--- src/rtl/pong_game_ctrl.sv ---
// rtl/pong_game_ctrl.sv - two-player pong game controller on a 64x64 matrix
module pong_game_ctrl #(
    parameter int PADDLE_H    = 8,
    parameter int WIN_SCORE   = 7,
    parameter int SERVE_TICKS = 16
) (
    input  logic       clk,
    input  logic       rst_n,
    input  logic       tick,
    input  logic       start,
    input  logic       p1_up,
    input  logic       p1_dn,
    input  logic       p2_up,
    input  logic       p2_dn,
    output logic [5:0] bx,
    output logic [5:0] by,
    output logic [5:0] p1y,
    output logic [5:0] p2y,
    output logic [2:0] sc1,
    output logic [2:0] sc2,
    output logic [1:0] state,
    output logic       game_over,
    output logic       winner
);

    typedef enum logic [1:0] {IDLE = 2'd0, SERVE = 2'd1, PLAY = 2'd2, OVER = 2'd3} state_t;

    localparam logic [5:0] PMAX = 6'(64 - PADDLE_H);
    localparam logic [5:0] PCEN = 6'((64 - PADDLE_H) / 2);
    localparam logic [2:0] WIN  = 3'(WIN_SCORE);
    localparam logic [7:0] SRV  = 8'(SERVE_TICKS);
    localparam logic [6:0] SPAN = 7'(PADDLE_H - 1);

    state_t     st;
    logic       dx, dy;
    logic [7:0] cnt;

    logic [5:0] n_p1, n_p2, v_by, h_bx;
    logic       v_dy, at_p1, at_p2, hit1, hit2, miss1, miss2;

    assign state     = st;
    assign game_over = (st == OVER);

    function automatic logic [5:0] paddle_next(input logic [5:0] y, input logic up, input logic dn);
        if (up && !dn) return (y == 6'd0) ? y : y - 6'd1;
        if (dn && !up) return (y >= PMAX) ? PMAX : y + 6'd1;
        return y;
    endfunction

    function automatic logic in_paddle(input logic [5:0] p, input logic [5:0] y);
        return ({1'b0, y} >= {1'b0, p}) && ({1'b0, y} <= ({1'b0, p} + SPAN));
    endfunction

    // Vertical and horizontal motion are resolved independently so a corner
    // arrival bounces off the wall and is hit-tested in the same tick.
    always_comb begin
        n_p1  = paddle_next(p1y, p1_up, p1_dn);
        n_p2  = paddle_next(p2y, p2_up, p2_dn);
        v_dy  = dy;
        v_by  = dy ? by + 6'd1 : by - 6'd1;
        if (!dy && by == 6'd0) begin
            v_dy = 1'b1;
            v_by = 6'd1;
        end else if (dy && by == 6'd63) begin
            v_dy = 1'b0;
            v_by = 6'd62;
        end
        at_p1 = !dx && bx == 6'd2;
        at_p2 = dx && bx == 6'd61;
        hit1  = in_paddle(p1y, by);
        hit2  = in_paddle(p2y, by);
        miss1 = at_p1 && !hit1;
        miss2 = at_p2 && !hit2;
        h_bx  = dx ? bx + 6'd1 : bx - 6'd1;
        if (at_p1) h_bx = 6'd3;
        if (at_p2) h_bx = 6'd60;
    end

    always_ff @(posedge clk or negedge rst_n) begin
        if (!rst_n) begin
            st     <= IDLE;
            bx     <= 6'd32;
            by     <= 6'd32;
            p1y    <= PCEN;
            p2y    <= PCEN;
            sc1    <= 3'd0;
            sc2    <= 3'd0;
            winner <= 1'b0;
            dx     <= 1'b1;
            dy     <= 1'b1;
            cnt    <= 8'd0;
        end else begin
            case (st)
                IDLE: if (start) begin
                    st  <= SERVE;
                    cnt <= 8'd0;
                    dx  <= 1'b1;
                    dy  <= 1'b1;
                end
                SERVE: if (tick) begin
                    p1y <= n_p1;
                    p2y <= n_p2;
                    cnt <= cnt + 8'd1;
                    if (cnt + 8'd1 == SRV) st <= PLAY;
                end
                PLAY: if (tick) begin
                    p1y <= n_p1;
                    p2y <= n_p2;
                    if (miss1 || miss2) begin
                        bx  <= 6'd32;
                        by  <= 6'd32;
                        dy  <= 1'b1;
                        dx  <= miss2;
                        cnt <= 8'd0;
                        st  <= SERVE;
                        if (miss1) begin
                            sc2 <= sc2 + 3'd1;
                            if (sc2 + 3'd1 == WIN) begin
                                st     <= OVER;
                                winner <= 1'b1;
                            end
                        end else begin
                            sc1 <= sc1 + 3'd1;
                            if (sc1 + 3'd1 == WIN) begin
                                st     <= OVER;
                                winner <= 1'b0;
                            end
                        end
                    end else begin
                        bx <= h_bx;
                        by <= v_by;
                        dy <= v_dy;
                        if (at_p1) dx <= 1'b1;
                        if (at_p2) dx <= 1'b0;
                    end
                end
                OVER: if (start) begin
                    st  <= SERVE;
                    sc1 <= 3'd0;
                    sc2 <= 3'd0;
                    bx  <= 6'd32;
                    by  <= 6'd32;
                    p1y <= PCEN;
                    p2y <= PCEN;
                    dx  <= 1'b1;
                    dy  <= 1'b1;
                    cnt <= 8'd0;
                end
            endcase
        end
    end

endmodule
--- config.mk ---
export PLATFORM = sky130hd
export DESIGN_NAME = pong_game_ctrl
export DESIGN_NICKNAME = d
export VERILOG_FILES = /design/src/rtl/pong_game_ctrl.sv
export SDC_FILE = /design/constraint.sdc
export NUM_CORES = 1
export LEC_CHECK = 0
export CORE_ASPECT_RATIO = 1.75
export CORE_MARGIN = 4
export CORE_UTILIZATION = 55
export DETAILED_ROUTE_END_ITERATION = 6
export PLACE_DENSITY = 0.83
export REMOVE_ABC_BUFFERS = 1
export SETUP_SLACK_MARGIN = 0.1
export SLEW_MARGIN = 20
export SYNTH_ARGS = -nofsm -noshare
export SYNTH_HDL_FRONTEND = slang
export SYNTH_SLANG_ARGS = --single-unit
export TNS_END_PERCENT = 30
--- constraint.sdc ---
create_clock -name clk -period 3.3 [get_ports clk]
set_clock_uncertainty 0.05 [all_clocks]
set_input_delay 0.66 -clock clk [delete_from_list [all_inputs] [get_ports clk]]
set_output_delay 0.66 -clock clk [all_outputs]
set_load 0.02 [all_outputs]
==> impl_metrics.csv <==
group,metric,value,unit
clock_network,cts_tree,"done",
clock_network,cts-root-buf,"clkbuf_16",
yosys,synth_edf_count,0,
critical_path,slowest_delay,0.47,ns
layout,n_fill_cell,574,
critical_path,critPathMaxFanout,9,
die,num_rows,40,
die,fp.dieH,118.5,um
clock_network,cts_resized,0,
critical_path,worstPathRequired,3.42,ns
critical_path,worstPathArrival,3.19,ns
layout,area_delta_synth_final,17.37,%
route,vias,3640,
sta,final_max_slew_viol_count,0,
sta,hold_viol,0,
route,drtPass1Iterations,5,
yosys,ys_ff_latch,43,
critical_path,path_depth,10,
layout,antenna_cells,0,
yosys,ys_seq_area_frac,0.2835,
clock_network,cts.clk_slew.worst_paths,0.07,ns
critical_path,cp-start-kind,"register",
clock_network,hold_buffers,0,
critical_path,crit_type,"reg -> reg",
yosys,synth_flop_cell,"dfrtp_1",
place,dpl_cell_area,4345,sq um
layout,design_area,4507,sq um
sta,worst_pin_slew,0.6349,ns
yosys,synthArstFlopShare,1.000,
route,detail-route-antenna-nets,0,
yosys,syn_inst,435,
clock_network,cts.sinks,43,
sta,rsz0062_at_grt,"yes",
power_and_ir_drop,peakVddDrop,0.3547,mV
layout,area.sequential,1089,sq um
layout,drive_gt1_frac,0.08351,
critical_path,crit_family,"compound AO/OA/AOI/OAI gates",
die,ios,42,
yosys,syn_avg_cell_area,8.827,sq um
sta,timing.hold.ws,0.3132,ns
power_and_ir_drop,power,0.002767,W
sta,post-route-period-util,0.9296,
route,drc,0,
sta,fmax,326.0,MHz
grt,grt_use_total,0.2598,
grt,grt_max_degree,44,
worst_hold_path,worst_hold_path_type,"in -> async",
die,core-area,6857,sq um
yosys,ys_warn_count,0,
critical_path,crit_chain,"inv_1 -> ha_1 -> xnor2_1 -> ha_1 -> and3b_1 -> a211oi_1 -> o21ai_2 -> a21oi_4 -> a21oi_2 -> mux2_1",
status,outcome,"finished, final reports clean",
place,io_buffer_count,41,
grt,grt-ovfl-total,0,
flow_run,maxCapViolCount,0,
grt,grt_pass1_vias,3852,
power_and_ir_drop,leakage,2.038,nW
clock_network,post_cts_buffers,0,
place,gp_congestion,0.9336,
critical_path,crit_path_frequent_cell,"ha_1",
die,die_w,71.16,um
route,drt_iter0_drc,371,
sta,finalSetupTns,0,ns
critical_path,crit_path_end_kind,"register",
sta,setup_viol,0,
clock_network,h-tree-depth,2,
sta,relSlewSlack,0.5739,
grt,antenna_found_initial,0,
power_and_ir_drop,powerDensity,613.9,nW/um^2
sta,period_minus_slack,3.068,ns
yosys,synth_area,3840,sq um
route,routed_wl,10490,um
layout,multi_input_area,2604,sq um
critical_path,r2r_cells,10,
clock_network,clk_latency,0.30,ns
layout,final_nets,534,
critical_path,cp_slowest_cell,"dfrtp_1",
clock_network,cts_buffer_depth,2,
critical_path,path_buf_inv,1,
yosys,yosysUniqueCellTypes,69,
route,avgViaCountPerCell,6.465,
clock_network,cts_buffers,5,
place,dpl.hpwl,7805,um
die,initial_core_util,0.5600,
route,wl_per_cell,18.63,um
die,die_area,8435,sq um
grt,grt_pass1_wl,17880,um
## per-stage QoR
step / utilization / setup WS, ns / cells
after floorplan: - / 0.3929 / 424
after global routing: 0.6573 / 0.09532 / 563
after global placement: 0.6338 / 0.3840 / 555
after CTS: 0.6553 / 0.1789 / 563
final: 0.6573 / 0.2323 / 563
after detailed placement: 0.6338 / 0.2218 / 555
## synth_stat cells (5+ instances only)
library cell	n	area, sq um
ha_1	46	575.6
dfrtp_1	33	825.8
o21ai_0	33	165.2
nand2_1	30	112.6
inv_1	29	108.9
a21oi_1	25	125.1
nor2_1	24	90.09
nand3_1	20	100.1
nor3_1	13	65.06
xnor2_1	13	113.9
a21o_1	11	82.58
dfstp_2	10	262.8
a32o_1	8	80.08
nand2b_1	8	50.05
and3_1	7	43.79
o211ai_1	7	52.55
a211oi_1	6	45.04
a31oi_1	6	37.54
clkbuf_1	6	22.52
xor2_1	6	52.55
o21ai_1	5	25.02
## sequential cells by signal, summed over array words and instances (netlist names)
| signal | flops |
|---|---|
| state | 2 |
| sc1 | 3 |
| dy | 1 |
| p2y | 6 |
| winner | 1 |
| dx | 1 |
| bx | 6 |
| sc2 | 3 |
| p1y | 6 |
| cnt | 8 |
| by | 6 |
## routing by layer
layer	GRT usage	vias up	wire length (um)	share of wire
met5	0	-	0	0
met4	0.1306	0	397	0.038
met3	0.03660	39	436	0.042
met2	0.4752	135	5771	0.55
met1	0.2802	1750	3881	0.37
li1	-	1716	-	-
## worst paths after layout
check | from | to | slack (ns)
worst max-delay path | p1y[0]$_DFFE_PN0P_ | sc2[0]$_DFFE_PN0P_ | 0.23
worst min-delay path | rst_n | p2y[5]$_DFFE_PN0P_ | 0.31
worst max register to register | p1y[0]$_DFFE_PN0P_ | sc2[0]$_DFFE_PN0P_ | 0.23
worst min register to register | sc1[0]$_DFFE_PN0P_ | sc1[0]$_DFFE_PN0P_ | 0.48
max in group asynchronous | rst_n | bx[0]$_DFFE_PN0P_ | 2.50
min in group clk | sc1[0]$_DFFE_PN0P_ | sc1[0]$_DFFE_PN0P_ | 0.48
## final cells by class
cell class | count | area share
clock buffers | 7 | 0.03165
clock inverters | 1 | 0.001110
inverters | 29 | 0.02415
multi-input cells | 352 | 0.5777
flip-flops and latches | 43 | 0.2415
well taps | 84 | 0.02332
repair buffers | 47 | 0.1005
## report_power, final
part           total (W)  switching, W  internal [W]
clock           0.000520      0.000219      0.000301
sequential      0.000850      0.000188      0.000662
combinational    0.00140      0.000792      0.000605
total            0.00277       0.00120       0.00157
## logic make-up (layout without fill, tap and decap cells)
kind of cell               Yosys count  in the layout  synth area share
AOI/OAI and AO/OA                  147            147            0.2760
buffers and inverters               40             84           0.04138
xor gates and xnor gates            19             19           0.04334
and+or+nand+nor                    132            132            0.1792
muxes                                6              6           0.01629
DFF                                 43             43            0.2835
adders and majority gates           48             48            0.1603
## cell usage in the layout (no fill, tap or decap), types with 3 or more instances in the layout
cell type and instances:
o21ai_0 33, nand2b_1 8, mux2i_1 4, a211oi_1 6, clkdlybuf4s50_1 40, nor2b_1 4
or3_1 3, a31oi_1 6, o2bb2ai_1 3, dfstp_2 10, nand4_1 4, a21o_1 11
o221ai_1 4, o211ai_1 7, nand2_1 30, a21oi_1 25, o21ai_1 5, a211o_1 3
nand3_1 19, xor2_1 6, a32o_1 8, dfrtp_1 33, clkbuf_16 5, ha_1 46
nor3_1 13, o22a_1 3, nor4_1 3, and3_1 7, o21a_1 3, buf_4 7
xnor2_1 13, o31ai_1 3, nor2_1 24, inv_1 29, and2_1 4
(Power assumes the default switching activity.)
